### src/rtl/reflex_timer_pkg.sv
// reflex_timer_pkg: shared FSM encoding, LFSR constants and timebase constants for the reaction timer.
package reflex_timer_pkg;
    typedef enum logic [1:0] {S_IDLE, S_ARM, S_GO, S_DONE} state_t;
    localparam logic [7:0] LFSR_SEED = 8'hA5;
    localparam logic [7:0] LFSR_TAPS = 8'hB8;
    localparam int TICK_PERIOD_CLK = 5_000_000;
    localparam int DELAY_MIN_DEF = 10;
    localparam int DELAY_SPAN_LOG2_DEF = 4;
    localparam int MAX_REACT_DEF = 50;
    localparam int RES_W_DEF = 8;
    function automatic logic [7:0] lfsr_next(input logic [7:0] s);
        return {s[6:0], ^(s & LFSR_TAPS)};
    endfunction
endpackage

### src/rtl/reflex_timer_if.sv
// reflex_timer_if: game-side signals of one reaction-test round.
interface reflex_timer_if #(parameter int RES_W = 8);
    logic             tick_in;
    logic             start;
    logic             btn;
    logic             go_led;
    logic             busy;
    logic [RES_W-1:0] result;
    logic             result_valid;
    logic             false_start;
    logic             timeout;
    modport master (output tick_in, start, btn,
                    input  go_led, busy, result, result_valid, false_start, timeout);
    modport slave  (input  tick_in, start, btn,
                    output go_led, busy, result, result_valid, false_start, timeout);
endinterface

### src/rtl/reflex_timer_edge_sync.sv
// edge_sync: 2-FF synchronizer followed by a one-clk rising-edge pulse.
module edge_sync (
    input  logic clk,
    input  logic rst_n,
    input  logic i_d,
    output logic o_rise
);
    logic [2:0] r_sh;
    always_ff @(posedge clk or negedge rst_n)
        if (!rst_n) r_sh <= '0;
        else        r_sh <= {r_sh[1:0], i_d};
    assign o_rise = r_sh[1] & ~r_sh[2];
endmodule

### src/rtl/reflex_timer.sv
// reflex_timer: one reaction-test round paced by the 100 ms tick; reports latency, false start or timeout.
module reflex_timer
    import reflex_timer_pkg::*;
#(
    parameter int DELAY_MIN       = DELAY_MIN_DEF,
    parameter int DELAY_SPAN_LOG2 = DELAY_SPAN_LOG2_DEF,
    parameter int MAX_REACT       = MAX_REACT_DEF,
    parameter int RES_W           = RES_W_DEF
) (
    input logic           clk,
    input logic           rst_n,
    reflex_timer_if.slave bus
);
    state_t           r_state, w_state_n;
    logic             r_tick_q;
    logic [7:0]       r_lfsr;
    logic [RES_W-1:0] r_delay, w_delay_n;
    logic [RES_W-1:0] r_react, w_react_n;
    logic [RES_W-1:0] r_result, w_result_n;
    logic             r_valid, w_valid_n;
    logic             r_fs, w_fs_n;
    logic             r_to, w_to_n;
    logic             w_tick_rise;
    logic             w_btn_rise;
    logic [RES_W-1:0] w_delay_load;

    edge_sync u_btn (.clk(clk), .rst_n(rst_n), .i_d(bus.btn), .o_rise(w_btn_rise));

    assign w_tick_rise  = bus.tick_in & ~r_tick_q;
    assign w_delay_load = RES_W'(DELAY_MIN) + RES_W'(r_lfsr[DELAY_SPAN_LOG2-1:0]);

    always_ff @(posedge clk or negedge rst_n)
        if (!rst_n) begin
            r_state  <= S_IDLE;
            r_tick_q <= 1'b0;
            r_lfsr   <= LFSR_SEED;
            r_delay  <= '0;
            r_react  <= '0;
            r_result <= '0;
            r_valid  <= 1'b0;
            r_fs     <= 1'b0;
            r_to     <= 1'b0;
        end else begin
            r_state  <= w_state_n;
            r_tick_q <= bus.tick_in;
            r_lfsr   <= lfsr_next(r_lfsr);
            r_delay  <= w_delay_n;
            r_react  <= w_react_n;
            r_result <= w_result_n;
            r_valid  <= w_valid_n;
            r_fs     <= w_fs_n;
            r_to     <= w_to_n;
        end

    // A button edge always beats a tick landing on the same clock.
    always_comb begin
        w_state_n  = r_state;
        w_delay_n  = r_delay;
        w_react_n  = r_react;
        w_result_n = r_result;
        w_valid_n  = r_valid;
        w_fs_n     = r_fs;
        w_to_n     = r_to;
        case (r_state)
            S_IDLE, S_DONE:
                if (bus.start) begin
                    w_state_n  = S_ARM;
                    w_delay_n  = w_delay_load;
                    w_result_n = '0;
                    w_valid_n  = 1'b0;
                    w_fs_n     = 1'b0;
                    w_to_n     = 1'b0;
                end
            S_ARM:
                if (w_btn_rise) begin
                    w_state_n = S_DONE;
                    w_fs_n    = 1'b1;
                end else if (w_tick_rise) begin
                    w_state_n = (r_delay == RES_W'(1)) ? S_GO : S_ARM;
                    w_delay_n = r_delay - RES_W'(1);
                    w_react_n = '0;
                end
            S_GO:
                if (w_btn_rise) begin
                    w_state_n  = S_DONE;
                    w_result_n = r_react;
                    w_valid_n  = 1'b1;
                end else if (w_tick_rise) begin
                    if (r_react == RES_W'(MAX_REACT - 1)) begin
                        w_state_n  = S_DONE;
                        w_result_n = RES_W'(MAX_REACT);
                        w_to_n     = 1'b1;
                    end else begin
                        w_react_n = r_react + RES_W'(1);
                    end
                end
            default: w_state_n = S_IDLE;
        endcase
    end

    assign bus.go_led       = (r_state == S_GO);
    assign bus.busy         = (r_state == S_ARM) || (r_state == S_GO);
    assign bus.result       = r_result;
    assign bus.result_valid = r_valid;
    assign bus.false_start  = r_fs;
    assign bus.timeout      = r_to;
endmodule

### src/flat_wrapper.sv
// flat-port wrapper written by rule: the top's interface ports become plain ports
module reflex_timer_flat import reflex_timer_pkg::*;
#(
    parameter int DELAY_MIN       = DELAY_MIN_DEF,
    parameter int DELAY_SPAN_LOG2 = DELAY_SPAN_LOG2_DEF,
    parameter int MAX_REACT       = MAX_REACT_DEF,
    parameter int RES_W           = RES_W_DEF
)
  (clk, rst_n, bus_tick_in, bus_start, bus_btn, bus_go_led, bus_busy, bus_result, bus_result_valid, bus_false_start, bus_timeout);
  reflex_timer_if #(.RES_W(RES_W)) bus_i ();
  input logic clk;
  input logic rst_n;
  input wire logic [$bits(bus_i.tick_in)-1:0] bus_tick_in;
  input wire logic [$bits(bus_i.start)-1:0] bus_start;
  input wire logic [$bits(bus_i.btn)-1:0] bus_btn;
  output wire logic [$bits(bus_i.go_led)-1:0] bus_go_led;
  output wire logic [$bits(bus_i.busy)-1:0] bus_busy;
  output wire logic [$bits(bus_i.result)-1:0] bus_result;
  output wire logic [$bits(bus_i.result_valid)-1:0] bus_result_valid;
  output wire logic [$bits(bus_i.false_start)-1:0] bus_false_start;
  output wire logic [$bits(bus_i.timeout)-1:0] bus_timeout;
  assign bus_i.tick_in = bus_tick_in;
  assign bus_i.start = bus_start;
  assign bus_i.btn = bus_btn;
  assign bus_go_led = bus_i.go_led;
  assign bus_busy = bus_i.busy;
  assign bus_result = bus_i.result;
  assign bus_result_valid = bus_i.result_valid;
  assign bus_false_start = bus_i.false_start;
  assign bus_timeout = bus_i.timeout;
  reflex_timer #(.DELAY_MIN(DELAY_MIN), .DELAY_SPAN_LOG2(DELAY_SPAN_LOG2), .MAX_REACT(MAX_REACT), .RES_W(RES_W)) u_core (.clk(clk), .rst_n(rst_n), .bus(bus_i));
endmodule
### config.mk
export PLATFORM = sky130hd
export DESIGN_NAME = reflex_timer_flat
export DESIGN_NICKNAME = d
export VERILOG_FILES = /design/src/rtl/reflex_timer_pkg.sv /design/src/rtl/reflex_timer_if.sv /design/src/rtl/reflex_timer_edge_sync.sv /design/src/rtl/reflex_timer.sv /design/src/flat_wrapper.sv
export SDC_FILE = /design/constraint.sdc
export NUM_CORES = 1
export LEC_CHECK = 0
export CAP_MARGIN = 10
export CORE_UTILIZATION = 35
export DETAILED_ROUTE_END_ITERATION = 10
export PLACE_DENSITY = 0.58
export SETUP_SLACK_MARGIN = 0.1
export SYNTH_ARGS = -nofsm -noshare
export SYNTH_HDL_FRONTEND = slang
export SYNTH_SLANG_ARGS = --single-unit
### constraint.sdc
create_clock -name clk -period 3.4 [get_ports clk]
set_clock_uncertainty 0.15 [all_clocks]
set_input_delay 0.51 -clock clk [delete_from_list [all_inputs] [get_ports clk]]
set_output_delay 0.51 -clock clk [all_outputs]
set_load 0.01 [all_outputs]
==> summary.txt, run 1 <==
Die
  – Die height: 78.4 µm
  – Die X: 78.4 µm
  – Die area: 6140 µm²
  – I/O pin total: 18
  – Num rows: 27
  – Core ar.: 5570 µm²
  – Initial core utilization: 36.6%

Pwr
  – Sw Ratio: 35.7%
  – Logic pwr share: 36.1%
  – P_sw: 0.000581 W
  – Peak VDD IR: 0.343 mV
  – Pwr dens: 686 nW/µm²
  – Clock power share: 25.5%
  – Pint: 0.00105 W
  – Sequential fraction of design power: 38.4%
  – Leak pwr: 1.03 nW

Setup path
  – Worst R2R Setup Slack: 0.90 ns
  – Required time of the critical path: 2.74 ns
  – Worst EP arrival: 2.05 ns
  – Worst R2R Start: u_core.r_state[0]
  – Crit end category: output port
  – Critical Path Fanout Max: 21
  – Kind of critical path: flop to output port
  – Worst r2r dst: u_core.bus.result[6]
  – FF-to-FF path depth: 5
  – CP Launch Type: flop

Clocking
  – Num CTS Buffers: 5
  – CTS root buf: clkbuf_8
  – CTS max path bufs: 2
  – H-tree lvl count: 2
  – Post-CTS Hold Buffers: 0
  – Postcts setup bufs: 0
  – Total clock sinks: 41
  – Clock transition at path regs: 0.08 ns
  – Later-pin clock latency in the skew report: 0.30 ns
  – CTS resizes: 0
  – CTS tree: yes

Status
  – Status: complete, no violations

Yosys
  – Sequential share of the synthesized area: 50.5%
  – Largest family of logic cells by synthesized area: compound AO/OA/AOI/OAI gates
  – XOR/XNOR share of the synthesized area: 1.72%
  – Seq cells post-synth: 41
  – Synth area leaders: dfrtp_1 45%, dfstp_2 5.2%, ha_1 4.3%
  – Number of synthesized flops with an enable pin: 0
  – Adder-cell area share of the yosys netlist: 4.29%
  – Cell taking the most area after synthesis: dfrtp_1
  – Compound-gate portion of the synthesized area: 17.8%
  – Asr flop ratio synth: 100%
  – Top FF cell, synth: dfrtp_1
  – Netlist cell types: 43
  – Synth Instances: 193
  – Post-Syn Nets: 205
  – Synth Warn #: 0
  – Syn avg cell area: 10.6 µm²
  – Post-synthesis mux area share: 6.13%
  – Mapped Area: 2040 µm²
  – Yosys top cell area share: 45.4%
  – Synth Area in Simple Gates: 15.5%

Global routing
  – Vias in the first global route: 1452
  – Antenna violations before repair: 0
  – Gr ovfl total: 0
  – All-Layer GR Usage: 15.4%
  – Largest net degree at the start of global routing: 42
  – First-pass GRT wire length: 7.24 mm

Timing
  – Setup tns final: 0 ns
  – Relative slew margins: 40.0%
  – Final setup violation count: 0
  – Fin. Hold Viols: 0
  – RSZ-0062 raised after global routing: false
  – Max Transition Viols Final: 0
  – Worst Tran Pin Value: 0.901 ns
  – Minimum clock period: 2.71 ns
  – Tcrit/Tclk final: 79.8%
  – Hold Slack: 0.182 ns
  – Setup WS post-layout: 0.687 ns
  – Fmax: 0.369 GHz

Final layout
  – Multi-input logic area: 927 µm²
  – Post-layout nets: 220
  – Layout cells sized above 1: 12.0%
  – # fillers: 535
  – Area grow syn2layout: 16.4%
  – Reg area: 1030 µm²
  – Antenna cells: 0
  – Post-route cell area: 2370 µm²

Place
  – Placer Congestion: 0.824
  – Setup WS pre-CTS: 0.857 ns
  – Hpwl dp: 2.82 mm
  – PortBufs: 17
  – Placed Area: 2250 µm²

Routing
  – Post-Route WL: 4.18 mm
  – Detailed Routing Iterations Pass 1: 4
  – WL/cell: 14.9 µm
  – Initial drt markers: 88
  – Routed Antenna Nets: 0
  – Vias: 1470
  – Via density: 5.23
  – # DRC: 0

Job
  – Maxcap violations: 0

Worst hold path
  – Hold Crit Class: primary input to asynchronous set/reset pin
-- flip-flops by register name, summed over array words and instances, names as in the netlist --
signal                   flops
u_core.u_btn.r_sh            3
u_core.bus.timeout           1
u_core.r_tick_q              1
u_core.r_lfsr                8
u_core.bus.false_start       1
u_core.bus.result            8
u_core.r_delay               8
u_core.r_state               2
u_core.r_react               8
u_core.bus.result_valid      1
-- synthesized netlist by cell type (5+ instances only) --
library cell	count
dfrtp_1	37
a21oi_1	7
mux2i_1	8
ha_1	7
a31oi_1	13
nor3_1	5
clkbuf_1	7
o21ai_0	8
nand2b_1	8
inv_1	11
nand3_1	6
nor2_1	16
-- metal layers --
| metal | wire (µm) | GRT usage, % |
|---|---|---|
| met5 | 0 | 0 |
| met4 | 91 | 8.33 |
| met3 | 146 | 2.67 |
| met2 | 1740 | 21.6 |
| met1 | 2210 | 22.3 |
-- through the flow --
stage | instances | utilization, % | power, W
after CTS | 281 | 42.6 | 0.00164
after global placement | 273 | 40.4 | 0.00122
after global routing | 281 | 42.6 | 0.00174
after detailed placement | 273 | 40.4 | 0.00122
final | 281 | 42.6 | 0.00163
after floorplan | 193 | - | 0.00107
-- cell families (layout without fill, tap and decap cells) --
kind of cell,after synthesis,count (layout)
and+or+nand+nor,57,57
AOI/OAI and AO/OA,52,52
xor gates and xnor gates,4,4
muxes,12,12
adders and majority gates,7,7
DFF,41,41
buffers and inverters,20,36
-- power by group through the flow --
stage	clock (W)	combinational, W	sequential (W)
final	0.000415	0.000588	0.000626
after detailed placement	0	0.000589	0.000633
after floorplan	0	0.000441	0.000625
after global placement	0	0.000589	0.000631
after global routing	0.000446	0.000658	0.000637
after CTS	0.000426	0.000592	0.000624
-- critical path, cell delays in order, from the launching register on --
cell and delay, ns:
dfrtp_1 0.40, inv_1 0.07, ha_1 0.61, clkdlybuf4s50_1 0.68
-- area by class of cell --
| cell class | count | share of cell area (%) |
|---|---|---|
| inverter | 11 | 1.74 |
| multi-input combinational | 132 | 39.0 |
| clock inverter | 2 | 1.58 |
| tap | 72 | 3.79 |
| sequential | 41 | 43.4 |
| clock buffer | 6 | 3.48 |
| timing repair buffer | 17 | 6.95 |
-- cell usage in the layout, fill, tap and decap left out, types with 7 or more instances in the layout --
cell type,synthesis,final
dfrtp_1,37,37
nand2b_1,8,8
a31oi_1,13,13
ha_1,7,7
o21ai_0,8,8
inv_1,11,11
clkdlybuf4s50_1,0,16
nor2_1,16,16
a21oi_1,7,7
mux2i_1,8,8
-- worst max path at each step --
| stage | start | end | slack, ns | cells after the start |
|---|---|---|---|---|
| floorplan | u_core.r_state[0] | u_core.bus.result[6] | 1.28 | 6 |
| global placement | bus_tick_in | u_core.r_react[1] | 0.90 | 5 |
| detailed placement | bus_tick_in | u_core.r_react[1] | 0.86 | 5 |
| CTS | u_core.r_state[0] | bus_go_led | 0.72 | 3 |
| global route | u_core.r_state[0] | bus_go_led | 0.60 | 3 |
| finish | u_core.r_state[0] | bus_go_led | 0.69 | 3 |
Note: power is estimated with default switching activity, not from simulation.
==> run 2, diff against run 1 <==
Clock period 3.4 ns to 2.8 ns, I/O delays scaled along.
==> run 2 against run 1 <==
Compared with the run above: utilization grew 0.54 points; hold slack lost 0.081 ns; critical path depth grew 1; via count grew 4.4%; highest routed layer unchanged; global-route usage shrank 0.13 points; sequential power grew 21%; first-iteration DRC count grew 18%; flip-flop and latch count is the same.
==> summary.txt, run 2 (synthesized netlist as in run 1, its figures left out) <==
Pwr
  – Sequential fraction of design power: 38.2% (-0.2 points)
  – Sw Ratio: 35.1% (-0.56 points)
  – P_sw: 0.000698 W (+20%)
  – Logic pwr share: 36.7% (+0.6 points)
  – Leak pwr: 1.05 nW (+2.0%)
  – Pwr dens: 827 nW/µm² (+21%)
  – Peak VDD IR: 0.438 mV (+28%)
  – Clock power share: 25.1% (-0.4 points)
  – Pint: 0.00129 W (+23%)

Setup path
  – Critical Path Fanout Max: 8 (-62%)
  – Most used cell, CP: inv_1
  – Max incr delay on CP: 0.54 ns (-0.14 ns)
  – CP Launch Type: flop
  – Crit end category: output port
  – Kind of critical path: flop to output port
  – Worst EP arrival: 1.76 ns (-0.29 ns)
  – Crit path cell chain: inv_1 > ha_1 > inv_1 > clkdlybuf4s50_1
  – Required time of the critical path: 2.23 ns (-0.51 ns)
  – CP max-delay cell: clkdlybuf4s50_1

Global routing
  – All-Layer GR Usage: 15.2% (-0.13 points)
  – Gr ovfl total: 0 (unchanged)
  – First-pass GRT wire length: 7.22 mm (-0.19%)
  – Vias in the first global route: 1438 (-0.96%)
  – Largest net degree at the start of global routing: 42 (unchanged)
  – Antenna violations before repair: 0 (unchanged)

Die
  – Die height: 78.4 µm (unchanged)
  – Num rows: 27 (unchanged)
  – Initial core utilization: 36.6% (unchanged)
  – I/O pin total: 18 (unchanged)
  – Die area: 6140 µm² (unchanged)
  – Core ar.: 5570 µm² (unchanged)
  – Die X: 78.4 µm (unchanged)

Routing
  – Vias: 1534 (+4.4%)
  – Detailed Routing Iterations Pass 1: 4 (unchanged)
  – Via density: 5.38 (+2.9%)
  – Initial drt markers: 104 (+18%)
  – Post-Route WL: 4.13 mm (-1.2%)
  – Routed Antenna Nets: 0 (unchanged)
  – WL/cell: 14.5 µm (-2.6%)
  – # DRC: 0 (unchanged)

Timing
  – Relative slew margins: 39.7% (-0.31 points)
  – Hold Slack: 0.101 ns (-0.0806 ns)
  – Setup WS post-layout: 0.474 ns (-0.212 ns)
  – RSZ-0062 raised after global routing: false
  – Fmax: 0.430 GHz
  – Final setup violation count: 0 (unchanged)
  – Setup tns final: 0 ns (unchanged)
  – Tcrit/Tclk final: 83.1%
  – Fin. Hold Viols: 0 (unchanged)
  – Max Transition Viols Final: 0 (unchanged)
  – Worst Tran Pin Value: 0.905 ns (+0.00463 ns)
  – Minimum clock period: 2.33 ns

Clocking
  – Clock transition at path regs: 0.08 ns (about the same)
  – CTS tree: yes
  – Later-pin clock latency in the skew report: 0.29 ns (about the same)
  – Post-CTS Hold Buffers: 0 (unchanged)
  – Total clock sinks: 41 (unchanged)
  – Postcts setup bufs: 0 (unchanged)
  – Num CTS Buffers: 5 (unchanged)
  – CTS resizes: 0 (unchanged)
  – H-tree lvl count: 2 (unchanged)
  – CTS max path bufs: 2 (unchanged)
  – CTS root buf: clkbuf_8

Status
  – Status: complete, no violations

Final layout
  – Post-layout nets: 224 (+1.8%)
  – Area grow syn2layout: 17.8%
  – Post-route cell area: 2400 µm² (+1.3%)
  – # fillers: 541 (+1.1%)
  – Commonest cells after routing, fill and taps aside: 37 x dfrtp_1, 16 x nor2_1, 16 x clkdlybuf4s50_1
  – Antenna cells: 0 (unchanged)
  – Layout cells sized above 1: 13.6% (+1.7 points)
  – Final core utilization: 43.1% (+0.54 points)
  – Most common cell after layout, fill and taps aside: dfrtp_1

Place
  – PortBufs: 17 (unchanged)
  – Placed Area: 2280 µm² (+1.3%)
  – Placer Congestion: 0.780 (-5.3%)
  – Hpwl dp: 2.82 mm (-0.15%)
  – Setup WS pre-CTS: 0.524 ns (-0.333 ns)

Job
  – Maxcap violations: 0 (unchanged)

Worst hold path
  – Hold Crit Class: primary input to asynchronous set/reset pin
==> run 2: stage by stage <==
| step | instances | total power [W] |
|---|---|---|
| after floorplan | 193 | 0.00129 |
| after global placement | 277 | 0.00150 |
| after detailed placement | 277 | 0.00150 |
| after CTS | 285 | 0.00201 |
| after global routing | 285 | 0.00213 |
| final | 285 | 0.00199 |
==> run 2: worst paths after layout <==
check	startpoint	endpoint	slack (ns)	cells past startpoint
worst max-delay path	u_core.r_state[0]	bus_busy	0.47	4
worst min-delay path	rst_n	u_core.r_react[1]	0.10	1
worst max register to register	u_core.r_state[0]	u_core.r_state[1]	0.51	6
worst min register to register	u_core.r_lfsr[6]	u_core.r_lfsr[7]	0.21	0
max in group asynchronous	rst_n	u_core.r_delay[0]	1.84	1
min in group clk	u_core.r_lfsr[6]	u_core.r_lfsr[7]	0.21	0
==> run 2: layout make-up <==
class                           count  area, µm²  area share, %
Tap cell                           72       90.1           3.75
Inverter                           11       41.3           1.72
Sequential cell                    41       1030           42.9
Timing Repair Buffer               21        195           8.12
Clock inverter                      2       37.5           1.56
Clock buffer                        6       82.6           3.43
Multi-Input combinational cell    132        927           38.6
==> run 2: per-layer routing <==
layer | routed length [µm] | vias to the layer above | GRT usage, %
met5 | 0 | - | 0
met4 | 49 | 0 | 5.56
met3 | 201 | 5 | 2.91
met2 | 1740 | 41 | 21.0
met1 | 2140 | 740 | 23.4
li1 | - | 748 | -
==> run 2: critical path: cells and delay by family, from the launching register on <==
family | cells | cell delay (ns)
DFF | 1 | 0.37
buffers and inverters | 3 | 0.71
adders and majority gates | 1 | 0.38
==> run 2: power by group through the flow <==
stage               Clock (W)  Combinational [W]  Sequential [W]
floorplan                   0           0.000536        0.000759
global placement            0           0.000728        0.000768
detailed placement          0           0.000730        0.000768
CTS                  0.000520           0.000732        0.000759
global route         0.000548           0.000810        0.000775
finish               0.000498           0.000730        0.000760
==> run 3, diff against run 2 <==
Clock period 2.8 ns to 2.18 ns, I/O delays scaled along.
==> run 3 against run 2 <==
Compared with the run above: die area unchanged; sequential power increased by 28%; clock-buffer cell count decreased by 1; power increased by 41%; hold slack improved by 0.10 ns; clock power increased by 44%; combinational power increased by 52%; cell count increased by 8.1%; largest cell class unchanged; highest routed layer unchanged.
==> summary.txt, run 3 (synthesized netlist as in run 1, its figures left out) <==
Status
  – Status: complete, no violations

Timing
  – Setup tns final: 0 ns (unchanged)
  – Max Transition Viols Final: 0 (unchanged)
  – Fin. Hold Viols: 0 (unchanged)
  – Relative slew margins: 65.9% (+26 points)
  – Fmax: 0.490 GHz
  – Worst Tran Pin Value: 0.511 ns (-0.394 ns)
  – Minimum clock period: 2.04 ns
  – RSZ-0062 raised after global routing: true
  – Final setup violation count: 0 (unchanged)
  – Tcrit/Tclk final: 93.7%

Global routing
  – Vias in the first global route: 1568 (+9.0%)
  – All-Layer GR Usage: 15.6% (+0.36 points)
  – Antenna violations before repair: 0 (unchanged)
  – Gr ovfl total: 0 (unchanged)
  – Largest net degree at the start of global routing: 42 (unchanged)
  – First-pass GRT wire length: 7.54 mm (+4.4%)

Setup path
  – Cell family with most CP delay: simple AND/OR/NAND/NOR gates
  – CP max-delay cell: or4_4
  – Kind of critical path: flop to flop
  – CP Launch Type: flop
  – Buffer and inverter count on the worst path: 3 (unchanged)
  – Worst EP arrival: 2.06 ns (+0.30 ns)
  – Max incr delay on CP: 0.52 ns (-0.02 ns)
  – Crit end category: flop
  – Crit path cell chain: inv_2 > ha_2 > nand4b_1 > or4_4 > buf_4 > buf_4 > a31oi_1 > a31oi_1
  – Required time of the critical path: 2.20 ns (-0.03 ns)
  – Worst R2R Start: u_core.r_react[1]
  – Critical Path Fanout Max: 3 (-5)
  – Critical path launch point: u_core.r_react[1]

Clocking
  – CTS tree: yes
  – Num CTS Buffers: 5 (unchanged)
  – CTS max path bufs: 2 (unchanged)
  – Clock transition at path regs: 0.08 ns (about the same)
  – H-tree lvl count: 2 (unchanged)
  – CTS root buf: clkbuf_8
  – Total clock sinks: 41 (unchanged)
  – Later-pin clock latency in the skew report: 0.29 ns (about the same)

Pwr
  – Pwr dens: 1060 nW/µm² (+28%)
  – Peak VDD IR: 0.538 mV (+23%)
  – Leak pwr: 1.18 nW (+13%)
  – Post-layout power: 0.00280 W (+41%)

Final layout
  – Post-layout nets: 247 (+10%)
  – Antenna cells: 0 (unchanged)
  – # fillers: 518 (-4.3%)
  – Finished Layout Cells: 308 (+8.1%)
  – Area grow syn2layout: 29.4%
  – Most common cell after layout, fill and taps aside: dfrtp_1
  – Commonest cells after routing, fill and taps aside: 37 x dfrtp_1, 25 x buf_4, 16 x nor2_1
  – Layout cells sized above 1: 25.0% (+11 points)

Place
  – PortBufs: 17 (unchanged)
  – Dpl cells: 293 (+5.8%)
  – Hpwl dp: 3.07 mm (+8.9%)
  – Placer Congestion: 0.806 (+3.3%)

Worst hold path
  – Hold Crit Class: flop to flop
  – Hold Crit Start: u_core.u_btn.r_sh[0]

Die
  – Num rows: 27 (unchanged)
  – Die height: 78.4 µm (unchanged)
  – Die area: 6140 µm² (unchanged)
  – Initial core utilization: 36.6% (unchanged)
  – Core ar.: 5570 µm² (unchanged)
  – I/O pin total: 18 (unchanged)
  – Die X: 78.4 µm (unchanged)

Routing
  – Routed Antenna Nets: 0 (unchanged)
  – WL/cell: 14.5 µm (about the same)
  – Vias: 1602 (+4.4%)
  – Post-Route WL: 4.46 mm (+8.1%)
  – Via density: 5.20 (-3.4%)
  – Detailed Routing Iterations Pass 1: 4 (unchanged)
  – Initial drt markers: 86 (-17%)
  – # DRC: 0 (unchanged)

Job
  – Maxcap violations: 0 (unchanged)
[run 3: cell types whose count changed in the layout (fill, tap and decap cells not counted), moves of 2 or more]
cell,previous run,this run
buf_4,4,25
ha_1,7,5
clkdlybuf4s50_1,16,14
dlygate4sd2_1,0,2
[run 3: worst register-to-register path, cell delays in order (launching register included)]
cell      delay, ns
dfrtp_1        0.42
inv_2          0.07
ha_2           0.16
nand4b_1       0.12
or4_4          0.52
buf_4          0.16
buf_4          0.13
a31oi_1        0.15
a31oi_1        0.06
[run 3: routing by layer]
| metal | wire, µm | global-route usage [%] |
|---|---|---|
| met4 | 38 | 4.63 |
| met2 | 2020 | 24.6 |
| met3 | 129 | 3.02 |
| met1 | 2280 | 21.6 |
| met5 | 0 | 0 |
[run 3: per-stage QoR]
stage / setup WS [ns] / utilization (%) / hold slack, ns / instance area (µm²)
after floorplan: 0.107 / - / -0.119 / 2040
after global placement: 0.0567 / 43.1 / 0.187 / 2400
after detailed placement: 0.00115 / 43.1 / 0.187 / 2400
after CTS: 0.115 / 45.7 / 0.206 / 2550
after global routing: 0.0553 / 47.4 / 0.225 / 2640
final: 0.137 / 47.4 / 0.203 / 2640
[run 3: what timing repair did]
| item | 4_1_cts | 5_1_grt |
|---|---|---|
| gates resized for setup | 3 | 9 |
| setup endpoints to repair | 6 | 17 |
| buffers inserted | 0 | 6 |
| hold buffers | 1 | 0 |
| endpoints found under the hold margin | 37 | 0 |
| pin swaps | 1 | 4 |
[run 3: layout make-up]
cell class	count	area (µm²)	share of cell area [%]
Sequential cell	41	1030	39.0
Multi-Input combinational cell	132	973	36.9
Timing Repair Buffer	44	372	14.1
Tap cell	72	90.1	3.41
Clock buffer	5	68.8	2.61
Clock inverter	3	65.1	2.46
Inverter	11	41.3	1.56
[run 3: report_power, final]
part | switching, W | internal (W) | total, W | leakage (nW)
combinational | 0.000564 | 0.000545 | 0.00111 | 0.579
sequential | 0.000107 | 0.000869 | 0.000976 | 0.530
clock | 0.000260 | 0.000455 | 0.000715 | 0.0681
[run 3: final timing paths]
check,end,slack (ns),depth (start not counted)
setup / recovery,u_core.r_react[2],0.14,8
hold / removal,u_core.u_btn.r_sh[1],0.20,0
setup reg to reg,u_core.r_react[2],0.14,8
hold reg to reg,u_core.u_btn.r_sh[1],0.20,0
max in group asynchronous,u_core.r_lfsr[2],1.04,3
min in group asynchronous,u_core.r_delay[4],0.48,3
